File: src/rtl/dsp_alu_arbiter_pkg.sv
// rtl/dsp_alu_arbiter_pkg.sv - opcode map, ALU mode constants and decode function
//
// Package dsp_alu_arb_pkg
//   OP_*          : abstract opcodes accepted from the requesters
//   ALUMODE_*     : DSP48E1 ALUMODE settings used by the op map
//   OPMODE_*      : DSP48E1 OPMODE settings (X/Z only, or X/Y/Z with Y = C all-ones)
//   op_dec_t      : decoded op {alumode, opmode, y_allones, err}
//   burst_state_t : arbiter burst FSM states
//   decode_op()   : opcode -> op_dec_t
package dsp_alu_arb_pkg;

  localparam logic [2:0] OP_ADD  = 3'd0;
  localparam logic [2:0] OP_SUB  = 3'd1;
  localparam logic [2:0] OP_XOR  = 3'd2;
  localparam logic [2:0] OP_XNOR = 3'd3;
  localparam logic [2:0] OP_AND  = 3'd4;
  localparam logic [2:0] OP_OR   = 3'd5;

  localparam logic [3:0] ALUMODE_ADD  = 4'b0000;
  localparam logic [3:0] ALUMODE_SUB  = 4'b0011;
  localparam logic [3:0] ALUMODE_XOR  = 4'b0100;
  localparam logic [3:0] ALUMODE_AND  = 4'b1100;
  // Forces P = 0 / COUT = 0 for opcodes we refuse to execute.
  localparam logic [3:0] ALUMODE_ZERO = 4'b1000;

  localparam logic [6:0] OPMODE_XZ  = 7'b0110011;
  localparam logic [6:0] OPMODE_XYZ = 7'b0111011;

  typedef struct packed {
    logic [3:0] alumode;
    logic [6:0] opmode;
    logic       y_allones;
    logic       err;
  } op_dec_t;

  typedef enum logic {
    ST_IDLE  = 1'b0,
    ST_BURST = 1'b1
  } burst_state_t;

  // XNOR and OR reuse the XOR/AND ALU modes with Y forced to all-ones,
  // which inverts / widens the logic function inside the DSP slice.
  function automatic op_dec_t decode_op(input logic [2:0] op);
    op_dec_t d;
    d.alumode   = ALUMODE_ZERO;
    d.opmode    = OPMODE_XZ;
    d.y_allones = 1'b0;
    d.err       = 1'b1;
    case (op)
      OP_ADD:  begin d.alumode = ALUMODE_ADD; d.err = 1'b0; end
      OP_SUB:  begin d.alumode = ALUMODE_SUB; d.err = 1'b0; end
      OP_XOR:  begin d.alumode = ALUMODE_XOR; d.err = 1'b0; end
      OP_XNOR: begin
        d.alumode = ALUMODE_XOR; d.opmode = OPMODE_XYZ; d.y_allones = 1'b1; d.err = 1'b0;
      end
      OP_AND:  begin d.alumode = ALUMODE_AND; d.err = 1'b0; end
      OP_OR:   begin
        d.alumode = ALUMODE_AND; d.opmode = OPMODE_XYZ; d.y_allones = 1'b1; d.err = 1'b0;
      end
      default: ;
    endcase
    return d;
  endfunction

endpackage

File: src/rtl/dsp_alu_arbiter_if.sv
// rtl/dsp_alu_arbiter_if.sv - request, ALU-side and response bundle for the arbiter
//
// Interface dsp_alu_arbiter_if #(N)
//   REQ0_* / REQ1_* : per-client request (VALID, READY, OP, X, Z, CIN, LOCK)
//   X_OUT..OPMODE_R : registered ALU operands and modes
//   P_IN, COUT      : ALU result returned to the arbiter
//   RSP_*           : tagged response (VALID, ID, P, COUT, ERR)
// Modports: slave = arbiter side, master = clients + ALU side.
interface dsp_alu_arbiter_if #(parameter int N = 48);
  logic         REQ0_VALID, REQ0_READY, REQ0_CIN, REQ0_LOCK;
  logic [2:0]   REQ0_OP;
  logic [N-1:0] REQ0_X, REQ0_Z;
  logic         REQ1_VALID, REQ1_READY, REQ1_CIN, REQ1_LOCK;
  logic [2:0]   REQ1_OP;
  logic [N-1:0] REQ1_X, REQ1_Z;
  logic [N-1:0] X_OUT, Y_OUT, Z_OUT;
  logic         CIN;
  logic [3:0]   ALUMODE_R;
  logic [6:0]   OPMODE_R;
  logic [N-1:0] P_IN;
  logic         COUT;
  logic         RSP_VALID, RSP_ID, RSP_COUT, RSP_ERR;
  logic [N-1:0] RSP_P;

  modport slave (
    input  REQ0_VALID, REQ0_OP, REQ0_X, REQ0_Z, REQ0_CIN, REQ0_LOCK,
    input  REQ1_VALID, REQ1_OP, REQ1_X, REQ1_Z, REQ1_CIN, REQ1_LOCK,
    output REQ0_READY, REQ1_READY,
    output X_OUT, Y_OUT, Z_OUT, CIN, ALUMODE_R, OPMODE_R,
    input  P_IN, COUT,
    output RSP_VALID, RSP_ID, RSP_P, RSP_COUT, RSP_ERR
  );

  modport master (
    output REQ0_VALID, REQ0_OP, REQ0_X, REQ0_Z, REQ0_CIN, REQ0_LOCK,
    output REQ1_VALID, REQ1_OP, REQ1_X, REQ1_Z, REQ1_CIN, REQ1_LOCK,
    input  REQ0_READY, REQ1_READY,
    input  X_OUT, Y_OUT, Z_OUT, CIN, ALUMODE_R, OPMODE_R,
    output P_IN, COUT,
    input  RSP_VALID, RSP_ID, RSP_P, RSP_COUT, RSP_ERR
  );
endinterface

File: src/rtl/dsp_alu_arbiter_op_decode.sv
// rtl/dsp_alu_arbiter_op_decode.sv - combinational opcode decode for the granted request
//
// Module dsp_alu_op_decode
//   op  in  3        : opcode of the granted request
//   dec out op_dec_t : {alumode, opmode, y_allones, err}
module dsp_alu_op_decode
  import dsp_alu_arb_pkg::*;
(
  input  logic [2:0] op,
  output op_dec_t    dec
);

  always_comb begin
    dec = decode_op(op);
  end

endmodule

File: src/rtl/dsp_alu_arbiter.sv
// rtl/dsp_alu_arbiter.sv - two-client round-robin arbiter and op sequencer for a DSP48E1 ALU
//
// Module dsp_alu_arbiter #(N, PLAT, MAX_BURST)
//   CLK  in : clock, rising edge
//   RST  in : synchronous active-high reset
//   bus     : dsp_alu_arbiter_if.slave (requests, ALU operands/modes, ALU result, responses)
module dsp_alu_arbiter
  import dsp_alu_arb_pkg::*;
#(
  parameter int N         = 48,
  parameter int PLAT      = 1,
  parameter int MAX_BURST = 4
) (
  input logic              CLK,
  input logic              RST,
  dsp_alu_arbiter_if.slave bus
);

  localparam logic [3:0] MAXB = 4'(MAX_BURST);

  burst_state_t state, state_nx;
  logic         ptr, ptr_nx;
  logic         owner, owner_nx;
  logic [3:0]   bcnt, bcnt_nx;

  logic grant, gid, burst_win, fire;
  logic own_valid, own_lock, oth_valid, g_lock;

  logic [2:0]   op_sel;
  logic [N-1:0] x_sel, z_sel;
  logic         cin_sel;
  op_dec_t      dec;

  // Tag pipeline: stage k holds the op whose operands entered the ALU k+1 cycles ago.
  logic tag_v   [PLAT];
  logic tag_id  [PLAT];
  logic tag_err [PLAT];

  always_comb begin
    grant     = 1'b0;
    gid       = ptr;
    burst_win = 1'b0;
    state_nx  = state;
    ptr_nx    = ptr;
    owner_nx  = owner;
    bcnt_nx   = bcnt;

    own_valid = owner ? bus.REQ1_VALID : bus.REQ0_VALID;
    own_lock  = owner ? bus.REQ1_LOCK  : bus.REQ0_LOCK;
    oth_valid = owner ? bus.REQ0_VALID : bus.REQ1_VALID;

    // A locked owner keeps the slice until it has used MAX_BURST grants
    // while the other side is waiting; otherwise plain round-robin applies.
    if (state == ST_BURST && own_valid && own_lock && (bcnt < MAXB || !oth_valid)) begin
      burst_win = 1'b1;
      grant     = 1'b1;
      gid       = owner;
    end else if (bus.REQ0_VALID && bus.REQ1_VALID) begin
      grant = 1'b1;
      gid   = ptr;
    end else if (bus.REQ0_VALID) begin
      grant = 1'b1;
      gid   = 1'b0;
    end else if (bus.REQ1_VALID) begin
      grant = 1'b1;
      gid   = 1'b1;
    end

    g_lock = gid ? bus.REQ1_LOCK : bus.REQ0_LOCK;

    if (grant) begin
      ptr_nx = ~gid;
      if (burst_win) begin
        bcnt_nx = (bcnt < MAXB) ? bcnt + 4'd1 : bcnt;
      end else if (g_lock) begin
        // Any non-continuation grant carrying LOCK opens a fresh burst.
        state_nx = ST_BURST;
        owner_nx = gid;
        bcnt_nx  = 4'd1;
      end else begin
        state_nx = ST_IDLE;
        bcnt_nx  = 4'd0;
      end
    end else begin
      // No grant means the owner has dropped VALID.
      state_nx = ST_IDLE;
      bcnt_nx  = 4'd0;
    end
  end

  assign fire           = grant & ~RST;
  assign bus.REQ0_READY = fire & ~gid;
  assign bus.REQ1_READY = fire & gid;

  assign op_sel  = gid ? bus.REQ1_OP  : bus.REQ0_OP;
  assign x_sel   = gid ? bus.REQ1_X   : bus.REQ0_X;
  assign z_sel   = gid ? bus.REQ1_Z   : bus.REQ0_Z;
  assign cin_sel = gid ? bus.REQ1_CIN : bus.REQ0_CIN;

  dsp_alu_op_decode u_decode (
    .op  (op_sel),
    .dec (dec)
  );

  always_ff @(posedge CLK) begin
    if (RST) begin
      state         <= ST_IDLE;
      ptr           <= 1'b0;
      owner         <= 1'b0;
      bcnt          <= 4'd0;
      bus.X_OUT     <= '0;
      bus.Y_OUT     <= '0;
      bus.Z_OUT     <= '0;
      bus.CIN       <= 1'b0;
      bus.ALUMODE_R <= 4'd0;
      bus.OPMODE_R  <= 7'd0;
      for (int i = 0; i < PLAT; i++) begin
        tag_v[i]   <= 1'b0;
        tag_id[i]  <= 1'b0;
        tag_err[i] <= 1'b0;
      end
      bus.RSP_VALID <= 1'b0;
      bus.RSP_ID    <= 1'b0;
      bus.RSP_P     <= '0;
      bus.RSP_COUT  <= 1'b0;
      bus.RSP_ERR   <= 1'b0;
    end else begin
      state <= state_nx;
      ptr   <= ptr_nx;
      owner <= owner_nx;
      bcnt  <= bcnt_nx;

      // Idle cycles leave the ALU inputs untouched.
      if (grant) begin
        bus.X_OUT     <= x_sel;
        bus.Y_OUT     <= {N{dec.y_allones}};
        bus.Z_OUT     <= z_sel;
        bus.CIN       <= cin_sel;
        bus.ALUMODE_R <= dec.alumode;
        bus.OPMODE_R  <= dec.opmode;
      end

      tag_v[0]   <= grant;
      tag_id[0]  <= gid;
      tag_err[0] <= dec.err;
      for (int i = 1; i < PLAT; i++) begin
        tag_v[i]   <= tag_v[i-1];
        tag_id[i]  <= tag_id[i-1];
        tag_err[i] <= tag_err[i-1];
      end

      // Response fields are zero whenever no op completes.
      bus.RSP_VALID <= tag_v[PLAT-1];
      bus.RSP_ID    <= tag_v[PLAT-1] & tag_id[PLAT-1];
      bus.RSP_ERR   <= tag_v[PLAT-1] & tag_err[PLAT-1];
      bus.RSP_P     <= tag_v[PLAT-1] ? bus.P_IN : '0;
      bus.RSP_COUT  <= tag_v[PLAT-1] & bus.COUT;
    end
  end

endmodule
File: src/flat_wrapper.sv
// flat-port wrapper written by rule: the top's interface ports become plain ports
module dsp_alu_arbiter_flat import dsp_alu_arb_pkg::*;
#(
  parameter int N         = 48,
  parameter int PLAT      = 1,
  parameter int MAX_BURST = 4
)
  (CLK, RST, bus_REQ0_VALID, bus_REQ0_OP, bus_REQ0_X, bus_REQ0_Z, bus_REQ0_CIN, bus_REQ0_LOCK, bus_REQ1_VALID, bus_REQ1_OP, bus_REQ1_X, bus_REQ1_Z, bus_REQ1_CIN, bus_REQ1_LOCK, bus_REQ0_READY, bus_REQ1_READY, bus_X_OUT, bus_Y_OUT, bus_Z_OUT, bus_CIN, bus_ALUMODE_R, bus_OPMODE_R, bus_P_IN, bus_COUT, bus_RSP_VALID, bus_RSP_ID, bus_RSP_P, bus_RSP_COUT, bus_RSP_ERR);
  dsp_alu_arbiter_if #(.N(N)) bus_i ();
  input logic CLK;
  input logic RST;
  input wire logic [$bits(bus_i.REQ0_VALID)-1:0] bus_REQ0_VALID;
  input wire logic [$bits(bus_i.REQ0_OP)-1:0] bus_REQ0_OP;
  input wire logic [$bits(bus_i.REQ0_X)-1:0] bus_REQ0_X;
  input wire logic [$bits(bus_i.REQ0_Z)-1:0] bus_REQ0_Z;
  input wire logic [$bits(bus_i.REQ0_CIN)-1:0] bus_REQ0_CIN;
  input wire logic [$bits(bus_i.REQ0_LOCK)-1:0] bus_REQ0_LOCK;
  input wire logic [$bits(bus_i.REQ1_VALID)-1:0] bus_REQ1_VALID;
  input wire logic [$bits(bus_i.REQ1_OP)-1:0] bus_REQ1_OP;
  input wire logic [$bits(bus_i.REQ1_X)-1:0] bus_REQ1_X;
  input wire logic [$bits(bus_i.REQ1_Z)-1:0] bus_REQ1_Z;
  input wire logic [$bits(bus_i.REQ1_CIN)-1:0] bus_REQ1_CIN;
  input wire logic [$bits(bus_i.REQ1_LOCK)-1:0] bus_REQ1_LOCK;
  output wire logic [$bits(bus_i.REQ0_READY)-1:0] bus_REQ0_READY;
  output wire logic [$bits(bus_i.REQ1_READY)-1:0] bus_REQ1_READY;
  output wire logic [$bits(bus_i.X_OUT)-1:0] bus_X_OUT;
  output wire logic [$bits(bus_i.Y_OUT)-1:0] bus_Y_OUT;
  output wire logic [$bits(bus_i.Z_OUT)-1:0] bus_Z_OUT;
  output wire logic [$bits(bus_i.CIN)-1:0] bus_CIN;
  output wire logic [$bits(bus_i.ALUMODE_R)-1:0] bus_ALUMODE_R;
  output wire logic [$bits(bus_i.OPMODE_R)-1:0] bus_OPMODE_R;
  input wire logic [$bits(bus_i.P_IN)-1:0] bus_P_IN;
  input wire logic [$bits(bus_i.COUT)-1:0] bus_COUT;
  output wire logic [$bits(bus_i.RSP_VALID)-1:0] bus_RSP_VALID;
  output wire logic [$bits(bus_i.RSP_ID)-1:0] bus_RSP_ID;
  output wire logic [$bits(bus_i.RSP_P)-1:0] bus_RSP_P;
  output wire logic [$bits(bus_i.RSP_COUT)-1:0] bus_RSP_COUT;
  output wire logic [$bits(bus_i.RSP_ERR)-1:0] bus_RSP_ERR;
  assign bus_i.REQ0_VALID = bus_REQ0_VALID;
  assign bus_i.REQ0_OP = bus_REQ0_OP;
  assign bus_i.REQ0_X = bus_REQ0_X;
  assign bus_i.REQ0_Z = bus_REQ0_Z;
  assign bus_i.REQ0_CIN = bus_REQ0_CIN;
  assign bus_i.REQ0_LOCK = bus_REQ0_LOCK;
  assign bus_i.REQ1_VALID = bus_REQ1_VALID;
  assign bus_i.REQ1_OP = bus_REQ1_OP;
  assign bus_i.REQ1_X = bus_REQ1_X;
  assign bus_i.REQ1_Z = bus_REQ1_Z;
  assign bus_i.REQ1_CIN = bus_REQ1_CIN;
  assign bus_i.REQ1_LOCK = bus_REQ1_LOCK;
  assign bus_REQ0_READY = bus_i.REQ0_READY;
  assign bus_REQ1_READY = bus_i.REQ1_READY;
  assign bus_X_OUT = bus_i.X_OUT;
  assign bus_Y_OUT = bus_i.Y_OUT;
  assign bus_Z_OUT = bus_i.Z_OUT;
  assign bus_CIN = bus_i.CIN;
  assign bus_ALUMODE_R = bus_i.ALUMODE_R;
  assign bus_OPMODE_R = bus_i.OPMODE_R;
  assign bus_i.P_IN = bus_P_IN;
  assign bus_i.COUT = bus_COUT;
  assign bus_RSP_VALID = bus_i.RSP_VALID;
  assign bus_RSP_ID = bus_i.RSP_ID;
  assign bus_RSP_P = bus_i.RSP_P;
  assign bus_RSP_COUT = bus_i.RSP_COUT;
  assign bus_RSP_ERR = bus_i.RSP_ERR;
  dsp_alu_arbiter #(.N(N), .PLAT(PLAT), .MAX_BURST(MAX_BURST)) u_core (.CLK(CLK), .RST(RST), .bus(bus_i));
endmodule
File: config.mk
export PLATFORM = sky130hd
export DESIGN_NAME = dsp_alu_arbiter_flat
export DESIGN_NICKNAME = d
export VERILOG_FILES = /design/src/rtl/dsp_alu_arbiter_pkg.sv /design/src/rtl/dsp_alu_arbiter_if.sv /design/src/rtl/dsp_alu_arbiter_op_decode.sv /design/src/rtl/dsp_alu_arbiter.sv /design/src/flat_wrapper.sv
export SDC_FILE = /design/constraint.sdc
export NUM_CORES = 1
export LEC_CHECK = 0
export ABC_AREA = 0
export CORE_AREA = 2 2 180 182
export DETAILED_ROUTE_END_ITERATION = 10
export DIE_AREA = 0 0 182 184
export PLACE_DENSITY_LB_ADDON = 0.15
export SYNTH_ARGS = -nofsm -noshare
export SYNTH_HDL_FRONTEND = slang
export SYNTH_SLANG_ARGS = --single-unit
File: constraint.sdc
create_clock -name CLK -period 3.9 [get_ports CLK]
set_clock_uncertainty 0.15 [all_clocks]
set_input_delay 0.78 -clock CLK [delete_from_list [all_inputs] [get_ports CLK]]
set_output_delay 0.78 -clock CLK [all_outputs]
set_load 0.005 [all_outputs]
# Yosys cells after proc, flatten, opt, wreduce, memory -nomap -nowiden
# Memory sizes are Yosys's and may differ from the RTL's.
# Cells that the tools add are included.
# totals
ff_bits	168
ram_bits	3
in_bits	255
output_inout_bits	210
wordCells	87
n_memories	3
# mem_list
name	depth	word_bits	read_ports	rd_ports_with_merged_regs	wr	line_no	source
u_core.tag_err	1	1	1	0	1	dsp_alu_arbiter.sv:37	logic tag_err [PLAT];
u_core.tag_id	1	1	1	0	1	dsp_alu_arbiter.sv:36	logic tag_id [PLAT];
u_core.tag_v	1	1	1	0	1	dsp_alu_arbiter.sv:35	logic tag_v [PLAT];
# op_classes
addsub	1
magnitude_cmp	1
eq_ne	6
n_mux	33
bitwise	11
reduce_logical	17
# op_table
cell	n
$mux W48	2
$mux W1	26
$pmux W4 S4	1
$reduce_or A2 Y1	5
$mux W4	2
$and A1 B1 Y1	6
$eq A3 B2 Y1 const B	2
$eq A3 B3 Y1 const B	2
$reduce_or A6 Y1	1
$mux W5	1
$not A1 Y1	5
$add A4 B1 Y4 const B	1
$logic_and A1 B1 Y1	4
$lt A4 B3 Y1 const B	1
$eq A3 B1 Y1 const B	1
$logic_not A3 Y1	1
$mux W3	1
$reduce_and A3 Y1	1
$reduce_or A1 Y1	3
$ne A2 B2 Y1 const B	1
$logic_not A1 Y1	1
$logic_or A1 B1 Y1	1

# Logic depth before layout (Yosys ltp)
# logic_depth
word_depth	10
ltp_mapped	8
depth_no_buf	5

# Modules after synthesis
# From an unflattened synthesis, not the netlist that was laid out.
# unflattened
cells_unflattened	955
area_unflattened_um2	8489.4
# modules_own_cells
mod	instances	cells_each	area_each_um2	seq_area_each_um2
dsp_alu_arbiter	1	937	8360.5	3423.3
dsp_alu_op_decode	1	18	128.9	0.0

# Worst setup path after synthesis
# Ideal clock, no wire load.
# synth_path
kind	input port to output port
from	input bus_REQ1_VALID
to	output bus_REQ0_READY
arrival_time_ns	1.895
required_ns	2.970
setup_slack_ns	1.075
cell_stages	5
path_buffers	2
cell_sequence	clkbuf_1 maj3_2 a21oi_4 buf_2 and2_1
# synth_via
elab_chain_cells	7
elab_cells_between_ends	19
cone_classes	10 x mux; 3 x bitwise; 6 x reduce/logical
# synth_rtl
item	line_no	source
start: declaration	flat_wrapper.sv:18	input wire logic [$bits(bus_i.REQ1_VALID)-1:0] bus_REQ1_VALID;
$mux W1, on equally long branches	dsp_alu_arbiter.sv:48, dsp_alu_arbiter.sv:50	
$logic_and A1 B1 Y1 or $logic_not A1 Y1 (tied branches)	dsp_alu_arbiter.sv:54	if (state == ST_BURST && own_valid && own_lock && (bcnt < MAXB || !oth_valid)) begin
$logic_and A1 B1 Y1 or $logic_or A1 B1 Y1 (tied branches)	dsp_alu_arbiter.sv:54	
$logic_and A1 B1 Y1	dsp_alu_arbiter.sv:54	
$mux W1	dsp_alu_arbiter.sv:54	
$and A1 B1 Y1 or $not A1 Y1 (tied branches)	dsp_alu_arbiter.sv:91, dsp_alu_arbiter.sv:92	
$and A1 B1 Y1 *	dsp_alu_arbiter.sv:92	assign bus.REQ0_READY = fire & ~gid;
end: declaration	flat_wrapper.sv:24	output wire logic [$bits(bus_i.REQ0_READY)-1:0] bus_REQ0_READY;
# Mark *: on every way between the ends. The rest lies on a longest branch, timed or not.

# Worst setup path after layout
# layout_path
from	input bus_REQ0_VALID
to	output bus_REQ0_READY
# layout_via
elab_chain_cells	7
elab_cells_between_ends	17
cone_classes	8 x mux; 3 x bitwise; 6 x reduce/logical
# layout_rtl
item	line_no	source
start: declaration	flat_wrapper.sv:12	input wire logic [$bits(bus_i.REQ0_VALID)-1:0] bus_REQ0_VALID;
$mux W1, on equally long branches	dsp_alu_arbiter.sv:48, dsp_alu_arbiter.sv:50	
$logic_and A1 B1 Y1 or $logic_not A1 Y1 (tied branches)	dsp_alu_arbiter.sv:54	
$logic_and A1 B1 Y1 or $logic_or A1 B1 Y1 (tied branches)	dsp_alu_arbiter.sv:54	
$logic_and A1 B1 Y1	dsp_alu_arbiter.sv:54	
$mux W1	dsp_alu_arbiter.sv:54	
$and A1 B1 Y1 or $not A1 Y1 (tied branches)	dsp_alu_arbiter.sv:91, dsp_alu_arbiter.sv:92	
$and A1 B1 Y1 *	dsp_alu_arbiter.sv:92	
# Marks and branches as above.

==> metrics.txt <==
vias per inst=4.030; ant diodes=0; detailed placement HPWL=17,740 um; H-tree depth=4; Net Switching=around 1.1 mW; Final setup viols=0; Req. time, crit path=around 3000 ps; Synth Cell Area=6524 um^2; P_int=3.399 mW; worst setup margin=334.2 ps; RSZ-0062 raised after global routing=no; worst-margin pin slew=902.8 ps; Power Dens Cells=384.7 nW/um^2; gpl congestion=0.7634; Worst VDD drop=0.0002814 V; most common library cell in the layout ignoring fill and taps=clkdlybuf4s50_1; Residual DRC=0; clk root buf=clkbuf_16; initial antenna violation count=0; post-synthesis adder-cell area fraction=less than 1%; post-CTS sizing=0; CTS Buf Count=17; routed wire length=about 24,000 um; sequential power share=41.0%; Seq/Total Area, Yosys=50.33%; io pins=465; die area=around 33,000 um^2; Longest Clk Path Bufs=2; worst hold margin=about 280 ps; DP Area=11,140 um^2; Distinct cells, synth=39; Post-Place Cells=1,457; Hold Crit Class=register to register; Startpoint Class=input pin; post-synthesis mux area share=16.00%; Post-Route Setup TNS=0 ps; 1st-pass router iterations=4; outcome=finished, final reports clean; chip height=184 um; Lkg Pwr=4.650 nW; Iter 0 DRT Violations=217; Hold-fix buffers, CTS=0; final period utilization=roughly 91%; commonest cells after routing, fill and taps aside=clkdlybuf4s50_1 (462), dfxtp_1 (164), nand2_1 (104), mux2i_1 (102), o21ai_1 (60); row cnt=65; simple-gate share of the synthesized area=13.52%; share of cells above drive strength 1=under 10%; Seq cells post-synth=164; CTS tree=built; combinational family with the most area after synthesis=multiplexers; post-route insts no fill=1,488; Sw Share=around 25%; Synth warnings=0; min Tclk post-route=3566 ps; Final ANT Viol Nets=0; IO Port Bufs=462; Layout area overhead=79.78%; final hold vios=0; Die Wd=182 um; max-slew violations=0; Clk Latency, worst-skew pair=420 ps; Fmax=~280 MHz; largest net degree at the start of global routing=102; first-pass GRT wire length=34,960 um; Synth Area in Compound Gates=9.762%; Sink Count=164; WL per Instance=around 16 um; crit path max fanout=5; Worst Path Arrival=between 2000 and 3000 ps; Setup crit end kind=output port; Synth Area per Inst=9.665 um^2; grt ovf=0; post-layout util=37.36%; WS Path Type=input pin to output port; Via Count=between 5k and 6k; post-synthesis xor/xnor area fraction=0.4028%; Max Cap Violations=0; Starting Density=between 20% and 30%; Max-slew headroom=39.81%; Core ar.=31,390 um^2; vias in the first global route=5,825; dpl ws=345.5 ps; gr usage total=13.74%; # Post-CTS Setup Buffers=0; nets=roughly 1.3k; Gate power share=21.1%; clock power share=37.9%; Pwr Total=4.512 mW; cells after synthesis=675; clock-pin slew on the worst setup and hold paths=about 60 ps; fin area=between 10,000 and 15,000 um^2
==> synthesized netlist by cell type <==
cell	count	share of area, %
buf_6	6	1.0
inv_2	1	0.057
o21ai_1	60	4.6
o22a_1	1	0.13
a21boi_0	1	0.12
a21oi_1	4	0.31
and3_1	1	0.096
xor2_1	1	0.13
buf_2	1	0.077
a32o_1	1	0.15
mux2_2	2	0.35
nand3b_1	2	0.23
o21a_1	1	0.12
buf_4	58	6.7
nand3_1	3	0.23
inv_1	1	0.057
o211a_1	1	0.15
a21oi_4	1	0.25
dfxtp_1	164	50
maj3_2	1	0.17
o221ai_1	1	0.13
or2_1	1	0.096
o21ai_0	44	3.4
nand2_1	104	6.0
clkbuf_1	29	1.7
and2_1	53	5.1
nor3b_1	3	0.35
o31ai_1	1	0.12
conb_1	1	0.057
nor3_1	5	0.38
and3b_1	1	0.13
mux2i_1	102	16
nor2_1	8	0.46
a211oi_1	1	0.12
nor2b_1	4	0.38
ha_1	1	0.19
o22ai_1	2	0.19
xnor2_1	2	0.27
or2_2	1	0.096
==> cells by family after synthesis <==
logic type                 Yosys count
adders and majority gates            2
DFF                                164
xor gates and xnor gates             3
muxes                              104
other                                1
and+or+nand+nor                    186
buffers and inverters               96
AOI/OAI and AO/OA                  119
==> metal layers <==
layer | global-route usage [%] | routed length (um) | vias to the layer above | part of all wire (%)
met5 | 0 | 0 | - | 0
met4 | 4.452 | 320 | 0 | 1.3
met3 | 5.309 | 2181 | 20 | 9.2
met2 | 24.82 | 12140 | 304 | 51
met1 | 14.72 | 9115 | 2668 | 38
li1 | - | - | 3004 | -
==> state kept, by name (all words and copies together) (netlist names), 2 cells and up <==
signal and flops:
u_core.bus.RSP_P 48, u_core.bus.X_OUT 48, u_core.bus.Z_OUT 48, u_core.bcnt 4, u_core.bus.ALUMODE_R 3, u_core.bus.OPMODE_R 2
==> power by group through the flow <==
| stage | registers, mW | logic [mW] | clock network (mW) |
|---|---|---|---|
| CTS | 1.85 | 0.972 | 1.79 |
| floorplan | 1.90 | 0.361 | 0 |
| global placement | 1.89 | 0.971 | 0 |
| finish | 1.85 | 0.951 | 1.71 |
| detailed placement | 1.89 | 0.968 | 0 |
| global route | 1.86 | 1.03 | 1.85 |
==> cell type report <==
class | instances | area, um^2
inverter | 2 | 7.507
timing repair buffer | 473 | 4720
multi-input combinational | 416 | 2630
fill | 3179 | 19660
clock buffer | 21 | 460.4
tap | 402 | 503.0
sequential | 164 | 3283
clock inverter | 10 | 125.1
==> worst max-delay path: stages <==
cell	delay, ps
clkdlybuf4s50_1	580
and3b_1	210
nand3_1	150
a21oi_4	230
and2_1	150
clkdlybuf4s50_1	530
==> final timing paths <==
kind | from | slack, ps | end | cells after the start
min reg2reg | u_core.tag_err[0] | 280 | u_core.bus.RSP_ERR | 1
max reg2reg | u_core.owner | 1460 | u_core.bus.Z_OUT[2] | 6
max | bus_REQ0_VALID | 330 | bus_REQ0_READY | 6
min | u_core.tag_err[0] | 280 | u_core.bus.RSP_ERR | 1
(Power assumes the default switching activity.)
